--- src/rtl/alu_arbiter_if.sv ---
// Bundle between the two requesters, the response consumer and the shared ALU.
// The slave modport is the arbiter side and the master modport is the environment side.
interface alu_arbiter_if #(
    parameter int WIDTH  = 64,
    parameter int CODE_W = 4
);
    // Valid/ready: a transfer occurs in a cycle where valid and ready are both high.
    // Valid may drop before ready is seen. While valid is held, the payload stays stable.
    // reqN_ready is a combinational single-cycle grant pulse.
    logic              req0_valid;
    logic              req0_ready;
    logic [WIDTH-1:0]  req0_rs1;
    logic [WIDTH-1:0]  req0_rs2;
    logic [CODE_W-1:0] req0_code;
    logic              req1_valid;
    logic              req1_ready;
    logic [WIDTH-1:0]  req1_rs1;
    logic [WIDTH-1:0]  req1_rs2;
    logic [CODE_W-1:0] req1_code;
    logic [WIDTH-1:0]  alu_rs1;
    logic [WIDTH-1:0]  alu_rs2;
    logic [CODE_W-1:0] alu_code;
    logic [WIDTH-1:0]  alu_result;
    logic              alu_overflow;
    logic              alu_zero;
    logic              rsp_valid;
    logic              rsp_ready;
    logic              rsp_id;
    logic [WIDTH-1:0]  rsp_result;
    logic              rsp_overflow;
    logic              rsp_zero;

    modport slave (
        input  req0_valid, req0_rs1, req0_rs2, req0_code,
        output req0_ready,
        input  req1_valid, req1_rs1, req1_rs2, req1_code,
        output req1_ready,
        output alu_rs1, alu_rs2, alu_code,
        input  alu_result, alu_overflow, alu_zero,
        output rsp_valid, rsp_id, rsp_result, rsp_overflow, rsp_zero,
        input  rsp_ready
    );

    modport master (
        output req0_valid, req0_rs1, req0_rs2, req0_code,
        input  req0_ready,
        output req1_valid, req1_rs1, req1_rs2, req1_code,
        input  req1_ready,
        input  alu_rs1, alu_rs2, alu_code,
        output alu_result, alu_overflow, alu_zero,
        input  rsp_valid, rsp_id, rsp_result, rsp_overflow, rsp_zero,
        output rsp_ready
    );
endinterface

--- src/rtl/alu_arbiter.sv ---
// Round-robin arbiter sharing one ALU between two requesters; the response is registered and held until taken.
// Define ALU_ARB_PIPE_EN to grant the next request in the same cycle a response is consumed.
module alu_arbiter #(
    parameter int WIDTH  = 64,
    parameter int CODE_W = 4
) (
    input  logic        clk,
    input  logic        rst_n,
    alu_arbiter_if.slave bus,
    output logic [1:0]  o_dbg_state,
    output logic        o_dbg_rr_ptr
);
    typedef enum logic [1:0] {
        S_IDLE = 2'd0,
        S_EXEC = 2'd1,
        S_RESP = 2'd2
    } state_t;

    state_t            r_state;
    state_t            w_state_nxt;
    logic              r_rr_ptr;
    logic [WIDTH-1:0]  r_rs1;
    logic [WIDTH-1:0]  r_rs2;
    logic [CODE_W-1:0] r_code;
    logic              r_id;
    logic [WIDTH-1:0]  r_rsp_result;
    logic              r_rsp_overflow;
    logic              r_rsp_zero;
    logic              w_grant_win;
    logic              w_grant;
    logic              w_gnt_id;

`ifdef ALU_ARB_PIPE_EN
    assign w_grant_win = (r_state == S_IDLE) || ((r_state == S_RESP) && bus.rsp_ready);
`else
    assign w_grant_win = (r_state == S_IDLE);
`endif

    // rst_n gates the grant so readies read 0 while reset is asserted.
    assign w_gnt_id = (bus.req0_valid && bus.req1_valid) ? r_rr_ptr : bus.req1_valid;
    assign w_grant  = rst_n && w_grant_win && (bus.req0_valid || bus.req1_valid);

    always_comb begin
        w_state_nxt = r_state;
        case (r_state)
            S_IDLE:  if (w_grant) w_state_nxt = S_EXEC;
            S_EXEC:  w_state_nxt = S_RESP;
            S_RESP:  if (bus.rsp_ready) w_state_nxt = w_grant ? S_EXEC : S_IDLE;
            default: w_state_nxt = S_IDLE;
        endcase
    end

    always_ff @(posedge clk or negedge rst_n) begin
        if (!rst_n) r_state <= S_IDLE;
        else        r_state <= w_state_nxt;
    end

    always_ff @(posedge clk or negedge rst_n) begin
        if (!rst_n) begin
            r_rr_ptr       <= 1'b0;
            r_rs1          <= '0;
            r_rs2          <= '0;
            r_code         <= '0;
            r_id           <= 1'b0;
            r_rsp_result   <= '0;
            r_rsp_overflow <= 1'b0;
            r_rsp_zero     <= 1'b0;
        end else begin
            if (w_grant) begin
                r_rs1    <= w_gnt_id ? bus.req1_rs1  : bus.req0_rs1;
                r_rs2    <= w_gnt_id ? bus.req1_rs2  : bus.req0_rs2;
                r_code   <= w_gnt_id ? bus.req1_code : bus.req0_code;
                r_id     <= w_gnt_id;
                r_rr_ptr <= ~w_gnt_id;
            end
            // The ALU is purely combinational on the latched operands during EXEC.
            if (r_state == S_EXEC) begin
                r_rsp_result   <= bus.alu_result;
                r_rsp_overflow <= bus.alu_overflow;
                r_rsp_zero     <= bus.alu_zero;
            end
        end
    end

    assign bus.req0_ready   = w_grant && !w_gnt_id;
    assign bus.req1_ready   = w_grant && w_gnt_id;
    assign bus.alu_rs1      = r_rs1;
    assign bus.alu_rs2      = r_rs2;
    assign bus.alu_code     = r_code;
    assign bus.rsp_valid    = (r_state == S_RESP);
    assign bus.rsp_id       = r_id;
    assign bus.rsp_result   = r_rsp_result;
    assign bus.rsp_overflow = r_rsp_overflow;
    assign bus.rsp_zero     = r_rsp_zero;
    assign o_dbg_state      = r_state;
    assign o_dbg_rr_ptr     = r_rr_ptr;
endmodule

--- src/flat_wrapper.sv ---
// flat-port wrapper written by rule: the top's interface ports become plain ports
module alu_arbiter_flat 
#(
    parameter int WIDTH  = 64,
    parameter int CODE_W = 4
)
  (clk, rst_n, o_dbg_state, o_dbg_rr_ptr, bus_req0_valid, bus_req0_rs1, bus_req0_rs2, bus_req0_code, bus_req0_ready, bus_req1_valid, bus_req1_rs1, bus_req1_rs2, bus_req1_code, bus_req1_ready, bus_alu_rs1, bus_alu_rs2, bus_alu_code, bus_alu_result, bus_alu_overflow, bus_alu_zero, bus_rsp_valid, bus_rsp_id, bus_rsp_result, bus_rsp_overflow, bus_rsp_zero, bus_rsp_ready);
  alu_arbiter_if #(.WIDTH(WIDTH), .CODE_W(CODE_W)) bus_i ();
  input  logic clk;
  input  logic rst_n;
  output logic [1:0] o_dbg_state;
  output logic o_dbg_rr_ptr;
  input wire logic [$bits(bus_i.req0_valid)-1:0] bus_req0_valid;
  input wire logic [$bits(bus_i.req0_rs1)-1:0] bus_req0_rs1;
  input wire logic [$bits(bus_i.req0_rs2)-1:0] bus_req0_rs2;
  input wire logic [$bits(bus_i.req0_code)-1:0] bus_req0_code;
  output wire logic [$bits(bus_i.req0_ready)-1:0] bus_req0_ready;
  input wire logic [$bits(bus_i.req1_valid)-1:0] bus_req1_valid;
  input wire logic [$bits(bus_i.req1_rs1)-1:0] bus_req1_rs1;
  input wire logic [$bits(bus_i.req1_rs2)-1:0] bus_req1_rs2;
  input wire logic [$bits(bus_i.req1_code)-1:0] bus_req1_code;
  output wire logic [$bits(bus_i.req1_ready)-1:0] bus_req1_ready;
  output wire logic [$bits(bus_i.alu_rs1)-1:0] bus_alu_rs1;
  output wire logic [$bits(bus_i.alu_rs2)-1:0] bus_alu_rs2;
  output wire logic [$bits(bus_i.alu_code)-1:0] bus_alu_code;
  input wire logic [$bits(bus_i.alu_result)-1:0] bus_alu_result;
  input wire logic [$bits(bus_i.alu_overflow)-1:0] bus_alu_overflow;
  input wire logic [$bits(bus_i.alu_zero)-1:0] bus_alu_zero;
  output wire logic [$bits(bus_i.rsp_valid)-1:0] bus_rsp_valid;
  output wire logic [$bits(bus_i.rsp_id)-1:0] bus_rsp_id;
  output wire logic [$bits(bus_i.rsp_result)-1:0] bus_rsp_result;
  output wire logic [$bits(bus_i.rsp_overflow)-1:0] bus_rsp_overflow;
  output wire logic [$bits(bus_i.rsp_zero)-1:0] bus_rsp_zero;
  input wire logic [$bits(bus_i.rsp_ready)-1:0] bus_rsp_ready;
  assign bus_i.req0_valid = bus_req0_valid;
  assign bus_i.req0_rs1 = bus_req0_rs1;
  assign bus_i.req0_rs2 = bus_req0_rs2;
  assign bus_i.req0_code = bus_req0_code;
  assign bus_req0_ready = bus_i.req0_ready;
  assign bus_i.req1_valid = bus_req1_valid;
  assign bus_i.req1_rs1 = bus_req1_rs1;
  assign bus_i.req1_rs2 = bus_req1_rs2;
  assign bus_i.req1_code = bus_req1_code;
  assign bus_req1_ready = bus_i.req1_ready;
  assign bus_alu_rs1 = bus_i.alu_rs1;
  assign bus_alu_rs2 = bus_i.alu_rs2;
  assign bus_alu_code = bus_i.alu_code;
  assign bus_i.alu_result = bus_alu_result;
  assign bus_i.alu_overflow = bus_alu_overflow;
  assign bus_i.alu_zero = bus_alu_zero;
  assign bus_rsp_valid = bus_i.rsp_valid;
  assign bus_rsp_id = bus_i.rsp_id;
  assign bus_rsp_result = bus_i.rsp_result;
  assign bus_rsp_overflow = bus_i.rsp_overflow;
  assign bus_rsp_zero = bus_i.rsp_zero;
  assign bus_i.rsp_ready = bus_rsp_ready;
  alu_arbiter #(.WIDTH(WIDTH), .CODE_W(CODE_W)) u_core (.clk(clk), .rst_n(rst_n), .bus(bus_i), .o_dbg_state(o_dbg_state), .o_dbg_rr_ptr(o_dbg_rr_ptr));
endmodule
--- config.mk ---
export PLATFORM = sky130hd
export DESIGN_NAME = alu_arbiter_flat
export DESIGN_NICKNAME = d
export VERILOG_FILES = /design/src/rtl/alu_arbiter_if.sv /design/src/rtl/alu_arbiter.sv /design/src/flat_wrapper.sv
export SDC_FILE = /design/constraint.sdc
export NUM_CORES = 1
export LEC_CHECK = 0
export CAP_MARGIN = 20
export CELL_PAD_IN_SITES_DETAIL_PLACEMENT = 0
export CELL_PAD_IN_SITES_GLOBAL_PLACEMENT = 1
export CORE_AREA = 2 2 208 210
export CTS_CLUSTER_DIAMETER = 100
export DETAILED_ROUTE_END_ITERATION = 16
export DIE_AREA = 0 0 210 212
export GPL_TIMING_DRIVEN = 0
export PLACE_DENSITY_LB_ADDON = 0.1
export RECOVER_POWER = 25
export SLEW_MARGIN = 40
export SYNTH_ARGS = -nofsm -noshare
export SYNTH_HDL_FRONTEND = slang
export SYNTH_SLANG_ARGS = --single-unit
--- constraint.sdc ---
create_clock -name clk -period 1.7 [get_ports clk]
set_input_delay 0.34 -clock clk [delete_from_list [all_inputs] [get_ports clk]]
set_output_delay 0.34 -clock clk [all_outputs]
set_load 0.02 [all_outputs]
**Yosys cells after proc, flatten, opt, wreduce, memory -nomap -nowiden**

Index checks and enable logic that the tools add are counted.

- Equal/unequal tests: 4
- Mux-type cells: 8
- Bitwise operators: 1
- Reductions and logical operators: 9

Operator list:

| operator | count |
|---|---|
| $mux W64 | 2 |
| $pmux W2 S3 | 1 |
| $logic_and A1 B1 Y1 | 5 |
| $mux W2 | 2 |
| $mux W4 | 1 |
| $eq A2 B1 Y1 const B | 1 |
| $eq A2 B2 Y1 const B | 1 |
| $logic_not A2 Y1 | 1 |
| $mux W1 | 2 |
| $ne A2 B1 Y1 const B | 1 |
| $ne A2 B2 Y1 const B | 1 |
| $reduce_and A2 Y1 | 1 |
| $logic_not A1 Y1 | 1 |
| $logic_or A1 B1 Y1 | 1 |
| $not A1 Y1 | 1 |

- Register bits: 202
- Input bits: 335
- Output and inout bits: 205
- Logic and storage cells: 31

**Logic depth before layout (Yosys ltp)**

- Depth after elaboration: 6
- Mapped depth: 7
- Gate-level depth less buffers: 3

**Worst setup path after synthesis**

Ideal clock, no wire load.

- Path kind: register to output
- Start point: register u_core.r_state[1] (netlist: u_core.o_dbg_state[1])
- End point: output bus_req1_ready
- Arrival time: 1.631 ns
- Slack: -0.271 ns
- Cell stages (with the launch flop): 6
- Cell sequence: dfrtp_1 > or3b_1 > buf_2 > buf_6 > buf_6 > nor3b_2

- Word-level cells in the longest chain between the ends: 4

RTL lines:

| item | RTL line | text |
|---|---|---|
| start, declared | alu_arbiter.sv:19 | `state_t r_state;` |
| start signal, assigned | alu_arbiter.sv:55 | `else r_state <= w_state_nxt;` |
| $logic_not A2 Y1 | alu_arbiter.sv:36 | `assign w_grant_win = (r_state == S_IDLE);` |
| $logic_and A1 B1 Y1 (2 in series) | alu_arbiter.sv:41 | `assign w_grant = rst_n && w_grant_win && (bus.req0_valid \|\| bus.req1_valid);` |
| $logic_and A1 B1 Y1 | alu_arbiter.sv:86 | `assign bus.req1_ready = w_grant && w_gnt_id;` |
| end, declared | flat_wrapper.sv:22 | `output wire logic [$bits(bus_i.req1_ready)-1:0] bus_req1_ready;` |

Every way passes these cells.

**Final worst setup path**

Ends and elaborated chain as after synthesis.

==> qor.csv <==
metric,value,unit
Tightest Hold Check Type,primary input to flip-flop,
cell count after synthesis,759,
CP dominant cell by count,buf_6,
CP Cell Sequence,or3b_1 > buf_6 > buf_12 > buf_8 > nor3b_4 > buf_6,
final WL,44.89,mm
Layout area overhead,95.34,%
Power Density,1572,nW/um^2
clk_skew,0.02224,ns
Chip Height,212,um
pre-CTS setup slack,-1.594,ns
hold slack final,0.3681,ns
initial antenna violation count,7,
Critical Path Max Stage Delay,0.41,ns
Synth Flop Type,dfrtp_1,
Routed WL per cell,23.01,um
global-route wire length before repair,62.65,mm
dpl cell area,14980,sq um
global placer's final weighted congestion,0.7699,
WP data arrival,2.08,ns
share of layout cells above drive strength 1,0.1846,
overall routing resource usage,0.1886,
unrepaired setup endpoints after global routing,true,
Starting DRT DRC Count,509,
period utilization,1.426,
Port-buffer cells,538,
synth unique cells,19,
Required @ worst endpoint,1.36,ns
CTS Buffer Depth,3,
clock sink count,202,
hpwl dp,32.20,mm
FMAX,412.6,MHz
Max-Cap Viols,0,
vias in the first global route,9333,
clk slew on worst S/H paths,0.06,ns
TNS Setup,-48.04,ns
Core Region,42510,sq um
WP buf/inv,4,
Final Core Density,0.4043,
number of synthesized register bits,202,
"count leader, synth",dfrtp_1,
CP startpoint kind,flip-flop,
Pleak,8.147,nW
Die X,210,um
crit end category,primary output,
Clock Latency Late Sink,0.55,ns
vias per cell,4.555,
Detail Route Antenna Nets,0,
synth warn,0,
syn avg cell area,11.59,sq um
"delay-heaviest family, CP",simple AND/OR/NAND/NOR gates,
Remaining DRCs,0,
syn nets,1094,
die footprint,44520,sq um
"Remaining Overflow, GRT",0,
CTS H-Tree Depth,1,
Slowest cell on crit path,dfrtp_2,
outcome,finished with violations,
Syn Std Cell Area,8797,sq um
Synth top area share,0.5746,
final setup fails,206,
largest net degree at the start of global routing,56,
slew margin rel.,0.3715,
initial core utilization,0.2070,
TritonRoute pass-1 iters,5,
Area contributors post-synth,"dfrtp_1 57%, a221o_1 15%, mux2_2 8.4%",
Synth async-reset ratio,1.000,
Final Net Count,1719,
design area,17180,sq um
dominant cell type by area after synthesis,dfrtp_1,
fin. max-slew vios,0,
post-route setup slack,-0.7239,ns
I/O pin total,540,
failing checks,setup timing,
Slew @ Worst Pin,0.9427,ns
Tmin final,2.424,ns
Final Hold Fails,0,
synth cell count leaders,"202 x dfrtp_1, 133 x nand2_1, 132 x a221o_1, 132 x nor3_1, 66 x mux2_2",
crit-path max FO,2,
Via Count,8887,
CTS tree,yes,
Post-synth EDFFs,0,
worst-case vdd ir drop,0.0005821,V
Crit Path Class,flip-flop to primary output,
register area share after synthesis,0.5746,
root buffer cell,clkbuf_16,
number of CTS-inserted buffers,26,
num rows,76,
-- cell families after synthesis --
kind of cell           share of synthesized area
and+or+nand+nor                           0.1385
DFF                                       0.5746
AOI/OAI and AO/OA                         0.1535
buffers and inverters                    0.04893
muxes                                    0.08448
-- worst register-to-register path, stage by stage, from the launching register on --
cell,delay (ns)
dfrtp_2,0.41
buf_4,0.13
buf_6,0.11
nor3b_4,0.21
buf_4,0.15
o21ai_4,0.11
buf_12,0.16
buf_16,0.15
clkbuf_16,0.17
a221o_1,0.29
-- final timing paths --
kind	from	endpoint	slack, ns	cells past startpoint
setup / recovery	u_core.o_dbg_state[1]	bus_req1_ready	-0.72	6
hold / removal	bus_rsp_ready	u_core.o_dbg_state[1]	0.37	2
setup reg to reg	u_core.o_dbg_state[1]	u_core.bus.alu_rs2[50]	-0.32	9
hold reg to reg	u_core.bus.rsp_id	u_core.bus.rsp_id	0.49	1
max in group asynchronous	rst_n	u_core.o_dbg_state[1]	0.03	4
min in group asynchronous	rst_n	u_core.bus.alu_rs1[38]	0.76	3
-- area by class of cell --
class                           instances  area [sq um]
Sequential cell                       202          5057
Antenna cell                            2         5.005
Clock buffer                           41         787.0
Inverter                                2         7.507
Clock inverter                          6         68.82
Fill cell                            4211         25320
Multi-Input combinational cell        474          3450
Buffer                                 76         777.0
Timing Repair Buffer                  602          6349
Tap cell                              546         683.2
-- sequential cells by signal, indices dropped and copies added, names as in the netlist --
| register | flops |
|---|---|
| u_core.bus.rsp_id | 1 |
| u_core.bus.alu_code | 4 |
| u_core.bus.rsp_result | 64 |
| u_core.o_dbg_rr_ptr | 1 |
| u_core.bus.alu_rs2 | 64 |
| u_core.bus.alu_rs1 | 64 |
| u_core.bus.rsp_overflow | 1 |
| u_core.o_dbg_state | 2 |
| u_core.bus.rsp_zero | 1 |
-- what timing repair did --
item                                   CTS  global route
endpoints found under the hold margin   77             0
setup buffers                           16            22
setup endpoints to repair              398           240
gates resized for setup                284           148
pin swaps                                4            12
hold buffers                             4             0
cloned                                   3            17
-- metal layers --
layer  part of all wire  up-vias  wire (um)  global-route usage
li1                   -     4129          -                   -
met3              0.091       53       4092             0.06913
met2               0.50      338      22490              0.3338
met4              0.018        2        808             0.04378
met1               0.39     4365      17490              0.2167
met5            0.00020        -          9                   0
-- through the flow --
| stage | cells | power (W) |
|---|---|---|
| floorplan | 759 | 0.01446 |
| global placement | 1843 | 0.02175 |
| detailed placement | 1846 | 0.02174 |
| CTS | 1916 | 0.02701 |
| global route | 1950 | 0.02840 |
| finish | 1951 | 0.02701 |
-- cells in the final DEF (no fill, tap or decap), types with 13 or more instances in the layout --
cell type	n
a221o_1	132
buf_12	13
buf_4	19
buf_6	27
buf_8	16
clkbuf_1	21
clkbuf_16	45
clkbuf_2	15
clkdlybuf4s50_1	332
dfrtp_1	200
dlygate4sd2_1	119
dlymetal6s2s_1	75
mux2_2	66
nand2_1	133
nor3_1	115
nor3_2	15
-- power by group --
group          total (W)  leakage, nW  switching (W)  internal (W)
clock network    0.00557        0.419        0.00226       0.00331
logic             0.0131         5.27        0.00677       0.00636
registers        0.00830         2.45        0.00120       0.00710
Power figures use the tool's default switching activity.
